==> src/rtl/piso_stream.sv <==
// -----------------------------------------------------------------------------
// piso_stream
//
// Parallel-in / serial-out shifter with a valid/ready word interface. Words are
// serialised MSB- or LSB-first, one bit per enabled clock edge (i_en acts as the
// bit-rate strobe). With GAP = 0 a new word is taken on the same edge that
// retires the last bit of the previous one, so the serial stream is contiguous.
// With GAP > 0, GAP idle bit-times follow every word before the next is taken.
//
// Parameters
//   WIDTH       bits per word (>= 2)
//   MSB_FIRST   1: i_din[WIDTH-1] leaves first, 0: i_din[0] leaves first
//   GAP         idle bit-times inserted after each word (0..255)
//   IDLE_LEVEL  o_dout level while no data bit is being sent
//   CNT_W       width of the sent-word counter
//
// Ports
//   i_clk          rising-edge clock
//   i_rst          asynchronous, active-high reset
//   i_en           bit-time enable; the shifter and gap timer advance only
//                  on edges where it is high
//   i_din          parallel word
//   i_din_valid    producer has a word
//   o_din_ready    word on i_din is taken on this edge if i_din_valid is high
//   i_ser          fill bit shifted into the vacated end (for chaining)
//   o_dout         serial data
//   o_dout_valid   o_dout carries a data bit
//   o_last         o_dout is the final bit of the current word
//   o_busy         block is not idle
//   o_words_sent   words completely shifted out, wraps modulo 2**CNT_W
// -----------------------------------------------------------------------------
module piso_stream #(
    parameter int unsigned WIDTH      = 8,
    parameter bit          MSB_FIRST  = 1'b1,
    parameter int unsigned GAP        = 0,
    parameter bit          IDLE_LEVEL = 1'b0,
    parameter int unsigned CNT_W      = 16
) (
    input  logic             i_clk,
    input  logic             i_rst,
    input  logic             i_en,
    input  logic [WIDTH-1:0] i_din,
    input  logic             i_din_valid,
    output logic             o_din_ready,
    input  logic             i_ser,
    output logic             o_dout,
    output logic             o_dout_valid,
    output logic             o_last,
    output logic             o_busy,
    output logic [CNT_W-1:0] o_words_sent
);

    localparam int unsigned    BCW     = $clog2(WIDTH);
    localparam logic [BCW-1:0] BitLast = BCW'(WIDTH - 1);
    // Only meaningful when GAP > 0; the gap state is unreachable otherwise.
    localparam logic [7:0]     GapLast = 8'((GAP > 0) ? GAP - 1 : 0);

    typedef enum logic [1:0] {
        StIdle  = 2'd0,
        StShift = 2'd1,
        StGap   = 2'd2
    } state_t;

    state_t             r_state;
    logic [WIDTH-1:0]   r_shift;
    logic [BCW-1:0]     r_bit_cnt;
    logic [7:0]         r_gap_cnt;
    logic [CNT_W-1:0]   r_words_sent;

    state_t             w_state_nxt;
    logic [WIDTH-1:0]   w_shift_nxt;
    logic [BCW-1:0]     w_bit_cnt_nxt;
    logic [7:0]         w_gap_cnt_nxt;
    logic [CNT_W-1:0]   w_words_sent_nxt;

    logic               w_last_bit;
    logic               w_din_ready;
    logic               w_accept;
    logic               w_out_bit;
    logic [WIDTH-1:0]   w_shifted;

    // Handshake and datapath helpers.
    always_comb begin
        w_last_bit  = (r_state == StShift) && (r_bit_cnt == BitLast);
        // Seamless reload: with no gap, the edge retiring the last bit may
        // also take the next word, so ready depends on i_en combinationally.
        w_din_ready = (r_state == StIdle) || ((GAP == 0) && w_last_bit && i_en);
        w_accept    = i_din_valid && w_din_ready;
        if (MSB_FIRST) begin
            w_out_bit = r_shift[WIDTH-1];
            w_shifted = {r_shift[WIDTH-2:0], i_ser};
        end else begin
            w_out_bit = r_shift[0];
            w_shifted = {i_ser, r_shift[WIDTH-1:1]};
        end
    end

    // Next-state logic.
    always_comb begin
        w_state_nxt      = r_state;
        w_shift_nxt      = r_shift;
        w_bit_cnt_nxt    = r_bit_cnt;
        w_gap_cnt_nxt    = r_gap_cnt;
        w_words_sent_nxt = r_words_sent;

        unique case (r_state)
            StIdle: begin
                // Accepting a word does not wait for a bit-time.
                if (w_accept) begin
                    w_state_nxt   = StShift;
                    w_shift_nxt   = i_din;
                    w_bit_cnt_nxt = '0;
                end
            end

            StShift: begin
                if (i_en) begin
                    if (w_last_bit) begin
                        w_words_sent_nxt = r_words_sent + CNT_W'(1);
                        if (w_accept) begin
                            w_shift_nxt   = i_din;
                            w_bit_cnt_nxt = '0;
                        end else if (GAP > 0) begin
                            w_state_nxt   = StGap;
                            w_gap_cnt_nxt = '0;
                        end else begin
                            w_state_nxt   = StIdle;
                        end
                    end else begin
                        w_shift_nxt   = w_shifted;
                        w_bit_cnt_nxt = r_bit_cnt + BCW'(1);
                    end
                end
            end

            StGap: begin
                if (i_en) begin
                    if (r_gap_cnt == GapLast) begin
                        w_state_nxt = StIdle;
                    end else begin
                        w_gap_cnt_nxt = r_gap_cnt + 8'd1;
                    end
                end
            end

            default: begin
                w_state_nxt = StIdle;
            end
        endcase
    end

    // State registers; reset discards any word in flight without counting it.
    always_ff @(posedge i_clk or posedge i_rst) begin
        if (i_rst) begin
            r_state      <= StIdle;
            r_shift      <= '0;
            r_bit_cnt    <= '0;
            r_gap_cnt    <= '0;
            r_words_sent <= '0;
        end else begin
            r_state      <= w_state_nxt;
            r_shift      <= w_shift_nxt;
            r_bit_cnt    <= w_bit_cnt_nxt;
            r_gap_cnt    <= w_gap_cnt_nxt;
            r_words_sent <= w_words_sent_nxt;
        end
    end

    // Outputs decode from registers only (plus i_en for ready).
    always_comb begin
        o_din_ready  = w_din_ready;
        o_dout_valid = (r_state == StShift);
        o_dout       = (r_state == StShift) ? w_out_bit : IDLE_LEVEL;
        o_last       = w_last_bit;
        o_busy       = (r_state != StIdle);
        o_words_sent = r_words_sent;
    end

endmodule

==> config.mk <==
export PLATFORM = sky130hd
export DESIGN_NAME = piso_stream
export DESIGN_NICKNAME = d
export VERILOG_FILES = /design/src/rtl/piso_stream.sv
export SDC_FILE = /design/constraint.sdc
export NUM_CORES = 1
export LEC_CHECK = 0
export CAP_MARGIN = 15
export CELL_PAD_IN_SITES_DETAIL_PLACEMENT = 1
export CELL_PAD_IN_SITES_GLOBAL_PLACEMENT = 1
export CORE_ASPECT_RATIO = 0.75
export CORE_MARGIN = 2
export CORE_UTILIZATION = 33
export CTS_CLUSTER_SIZE = 30
export DETAILED_ROUTE_END_ITERATION = 8
export PLACE_DENSITY = 0.84
export SLEW_MARGIN = 30
export SYNTH_ARGS = -nofsm -noshare
export SYNTH_HDL_FRONTEND = slang
export SYNTH_SLANG_ARGS = --single-unit
==> constraint.sdc <==
create_clock -name i_clk -period 1.9 [get_ports i_clk]
set_input_delay 0.285 -clock i_clk [delete_from_list [all_inputs] [get_ports i_clk]]
set_output_delay 0.285 -clock i_clk [all_outputs]
set_load 0.01 [all_outputs]
# Word-level counts from Yosys, hierarchy flattened
# Cells that the tools add are included.
totals:
  ff_bits: 37
  out_inout_bits: 21
op_classes:
  n_reduce_logical: 12
  muxes: 16
  add_sub_neg: 3
  n_bitwise: 1
  n_eq_ne: 9
op_table:
  columns: ["op", "n"]
  rows:
  - ["8-bit 2-to-1 mux", 3]
  - ["16-bit by 1-bit adder with 16-bit output, second input constant", 1]
  - ["8-bit one-hot mux with 2 select lines", 1]
  - ["2-bit 2-to-1 mux", 6]
  - ["2-bit inequality test, second input constant", 5]
  - ["3-bit 2-to-1 mux", 3]
  - ["8-bit by 1-bit adder with 8-bit output, second input constant", 1]
  - ["8-bit zero test", 1]
  - ["2-bit one-hot mux with 3 select lines", 1]
  - ["3-bit one-hot mux with 2 select lines", 1]
  - ["3-bit AND reduction", 2]
  - ["6-bit AND reduction", 1]
  - ["2-bit nonzero test", 2]
  - ["3-bit by 1-bit adder with 3-bit output, second input constant", 1]
  - ["3-bit == test, second input constant", 1]
  - ["1-bit logical AND", 3]
  - ["2-bit by 1-bit == test with 1-bit output, second input constant", 1]
  - ["2-bit == test, second input constant", 1]
  - ["2-bit zero test", 1]
  - ["2-bit by 1-bit inequality test with 1-bit output, second input constant", 1]
  - ["2-bit AND reduction", 1]
  - ["1-bit logical OR", 1]
  - ["1-bit 2-to-1 mux", 1]
  - ["1-bit NOT", 1]

# Depth between registers and ports, before layout
depth:
  depth_word: 9
  mapped_depth: 7
  ltp_nobuf: 6

# Least setup slack after synthesis
# No wires, ideal clock.
synth_path:
  kind: "flip-flop to flip-flop"
  startpoint: "register r_bit_cnt[0]"
  endpoint: "register r_shift[0]"
  arrival_time_ns: 1.649
  required_ns: 1.773
  stages_incl_launch_ff: 8
  path_slack_ns: 0.124
  path_cell_list: "dfrtp_1 > ha_1 > ha_1 > a21bo_2 > and2_4 > buf_6 > a222oi_1 > inv_1"
synth_between:
  elab_chain_cells: 9
synth_lines:
  columns: ["element", "line", "text"]
  rows:
  - ["from (decl)", "66", "logic [BCW-1:0] r_bit_cnt;"]
  - ["from (signal assigned)", "163", "r_bit_cnt <= w_bit_cnt_nxt;"]
  - ["3-bit == test *", "84", "w_last_bit = (r_state == StShift) && (r_bit_cnt == BitLast);"]
  - ["1-bit logical AND *", "84", null]
  - ["1-bit logical AND *", "87", "w_din_ready = (r_state == StIdle) || ((GAP == 0) && w_last_bit && i_en);"]
  - ["1-bit logical OR *", "87", null]
  - ["named net o_din_ready", "44", "output logic o_din_ready,"]
  - ["1-bit logical AND *", "88", "w_accept = i_din_valid && w_din_ready;"]
  - ["8-bit 2-to-1 mux *", null, null]
  - ["8-bit 2-to-1 mux", "118", "if (w_last_bit) begin"]
  - ["8-bit 2-to-1 mux", "117", "if (i_en) begin"]
  - ["8-bit one-hot mux with 2 select lines *", "106", "unique case (r_state)"]
  - ["to (signal assigned)", "162", "r_shift <= w_shift_nxt;"]
  - ["to (decl)", "65", "logic [WIDTH-1:0] r_shift;"]
# The timed path passes the listed nets; every way through them passes the cells marked *. The select of a mux whose other input is x is not followed.
# A chain may end at the register's enable or synchronous reset.

# Worst setup path in the final report
layout_path:
  startpoint: "register r_bit_cnt[0]"
  endpoint: "output port o_last"
layout_between:
  elab_chain_cells: 2
layout_lines:
  columns: ["element", "line", "text"]
  rows:
  - ["3-bit == test", "84", null]
  - ["1-bit logical AND", "84", null]
  - ["to (decl)", "48", "output logic o_last,"]
# No other way between the ends.

==> impl_results.md <==
- Ports: 34
- Final Max Tran Viols: 0
- Post-layout instance count excluding filler cells: 198
- Vias in the first global route: 1,094
- Initial Utilization: 34.80%
- Clk_lat worst skew: 270 ps
- Hpwl dp: 2.145 mm
- Number of max-cap violations: 0
- Layout cells sized above 1: 11.64%
- Combinational power share: 32.5%
- #FFs+latches synth: 28
- Final clock skew: 2.848 ps
- Placed Area: 1670 um2
- Final wirelength: 3.046 mm
- Detailed-route via count: 958
- Yosys Warn Count: 0
- Root Buffer: clkbuf_8
- Initial antenna violation count: 0
- Sw Share: 31.18%
- First-pass GRT wire length: 5.326 mm
- NumNets Final: 163
- Area Overhead vs Synth: 35.41%
- Core Region: 3685 um2
- CP startpoint kind: flip-flop
- P_leak: 0.0007937 uW
- Drc violations: 0
- PwrDens: 1031 nW/um2
- Post-Syn Instances: 109
- Global Route Usage Sum: 15.26%
- CTS tree: built
- Port buffer count: 33
- Routed vias/inst: 4.838
- Routability-driven placement congestion ratio: 0.7368
- Total power: 1790 uW
- Largest net degree at the start of global routing: 29
- Final Util: 47.13%
- Worst vdd ir: 0.0003950 V
- Compound-Gate Fraction of Synth Area: 7.805%
- Fmax: 0.5441 GHz
- Final critical-path share of the clock period: 96.73%
- Sequential share of power: 47.0%
- Final Hold Viols: 0
- Die Footprint: 4406 um2
- Critical path peak fanout: 5
- Sink Count: 28
- Setup violations, final: 0
- Required @ worst endpoint: 1620 ps
- Inst Count DP: 193
- Antenna fix cells: 0
- Post-DR wirelength/cell: 15.38 um
- Worst hold path class: input pin to async pin
- FILL cells: 393
- # H-tree levels: 1
- Clk pwr share: 20.5%
- Commonest non-fill, non-tap cell in the layout: clkdlybuf4s50_1
- Sequential-to-total area share from yosys stat: 54.63%
- Slew @ Worst Pin: 417.6 ps
- Internal power: 1232 uW
- XOR/XNOR Fraction of Synth Area: 11.51%
- Cts-stage hold buffer count: 0
- Count of unique library cells instantiated by Yosys: 29
- Outcome: completed
- Multiplexer share of the synthesized area: 3.220%
- Fin crit period: 1838 ps
- Initial DRT Pass Iterations: 4
- Clock transition at path regs: 90 ps
- Grt total ovfl: 0
- Post-Synth Adder-Cell Area: 2.927%
- Synth Cell Area: 1282 um2
- CTS buffer count: 3
- Rows: 19
- CP Capture Type: primary output
- WP data arrival: 1550 ps
- Main combinational cell family by area after synthesis: simple AND/OR/NAND/NOR gates
- Post-DRT Antenna Nets: 0
- Final instance area: 1737 um2
- Rel. slew slack: 71.95%
- Average size of a mapped cell: 11.77 um2
- Chip width: 75.99 um
- Die H: 57.99 um
- Post-Syn Nets: 125
- Post-synthesis simple-gate area fraction: 14.63%
- DR iter-0 viols: 47
- Sw power: 558.1 uW
- Most frequent cells in the layout: clkdlybuf4s50_1 (31), dfrtp_1 (28), xnor2_1 (14)
- Clock tree buffer depth: 2
- Critical path class: flip-flop to primary output
## repair_timing
action                     in CTS  in global routing
setup endpoints to repair       2                  7
setup buffers                   0                  1
resized for setup               4                  2
## synth_stat cells, drive strengths merged
library cell | number | area share, %
o22ai | 2 | 0.98
dfrtp | 28 | 55
ha | 3 | 2.9
nor3 | 1 | 0.39
or2b | 1 | 0.59
buf | 3 | 2.0
nand4 | 2 | 0.98
and3 | 1 | 0.49
a22oi | 1 | 0.59
nand3 | 7 | 2.7
xnor2 | 14 | 9.6
nand2b | 1 | 0.49
and2 | 4 | 2.1
mux2i | 3 | 2.3
and4 | 3 | 2.2
inv | 10 | 2.9
clkbuf | 1 | 0.29
mux2 | 1 | 0.88
a21bo | 1 | 0.78
nor2b | 1 | 0.49
a222oi | 7 | 5.5
nand2 | 7 | 2.0
xor2 | 2 | 2.0
nor2 | 5 | 2.0
## through the flow
| stage | hold WS (ps) | setup WS, ps | TNS (ps) |
|---|---|---|---|
| after global routing | 441.9 | -9.777 | -9.777 |
| after detailed placement | 467.2 | -37.23 | -99.49 |
| final | 399.3 | 62.06 | 0 |
| after floorplan | 350.4 | 123.8 | 0 |
| after CTS | 411.7 | 42.11 | 0 |
| after global placement | 464.0 | 59.29 | 0 |
## power by group through the flow
stage                     clock network (uW)  logic, uW  registers [uW]
final                                    368        581             841
after floorplan                            0        334             833
after global routing                     397        650             861
after global placement                     0        527             839
after CTS                                383        570             843
after detailed placement                   0        564             854
## flip-flops by register name, summed over array words and instances, names as in the netlist
| name | count |
|---|---|
| o_words_sent | 16 |
| r_shift | 8 |
| r_bit_cnt | 3 |
| r_state | 1 |
## path summary, 6_finish.rpt
path	depth (start not counted)	start	to	slack [ps]
worst max-delay path	4	r_bit_cnt[0]$_DFFE_PP0N_	o_last	60
worst min-delay path	3	i_rst	o_words_sent[9]$_DFFE_PP0P_	400
worst max register to register	6	r_bit_cnt[0]$_DFFE_PP0N_	r_shift[2]$_DFFE_PP0N_	100
worst min register to register	1	o_words_sent[15]$_DFFE_PP0P_	o_words_sent[15]$_DFFE_PP0P_	480
max in group asynchronous	3	i_rst	r_shift[7]$_DFFE_PP0N_	1230
min in group i_clk	1	o_words_sent[15]$_DFFE_PP0P_	o_words_sent[15]$_DFFE_PP0P_	480
## cells by family (layout without fill, tap and decap cells)
group | Yosys count | in the layout
AOI/OAI and AO/OA | 11 | 11
buffers and inverters | 14 | 51
DFF | 28 | 28
xor gates and xnor gates | 16 | 16
muxes | 4 | 4
adders and majority gates | 3 | 3
and+or+nand+nor | 33 | 33
## worst max-delay path, cell delays in order, from the launching register on
cell,delay [ps]
dfrtp_1,400
ha_1,210
ha_2,200
and2_1,170
dlygate4sd2_1,290
## area by class of cell
class                   count  area [um2]  area share (%)
well taps                  52       65.06           3.746
clock buffers               4       55.05           3.170
inverters                  10       37.54           2.161
repair buffers             37       359.1           20.68
multi-input cells          67       519.2           29.90
flip-flops and latches     28       700.7           40.35
## layer usage
| metal | up-vias | global-route usage [%] | part of all wire, % |
|---|---|---|---|
| met5 | - | 0 | 0 |
| met4 | 0 | 4.675 | 1.6 |
| met2 | 24 | 26.79 | 49 |
| met1 | 483 | 18.66 | 45 |
| li1 | 447 | - | - |
| met3 | 4 | 4.361 | 4.6 |
(Power assumes the default switching activity.)
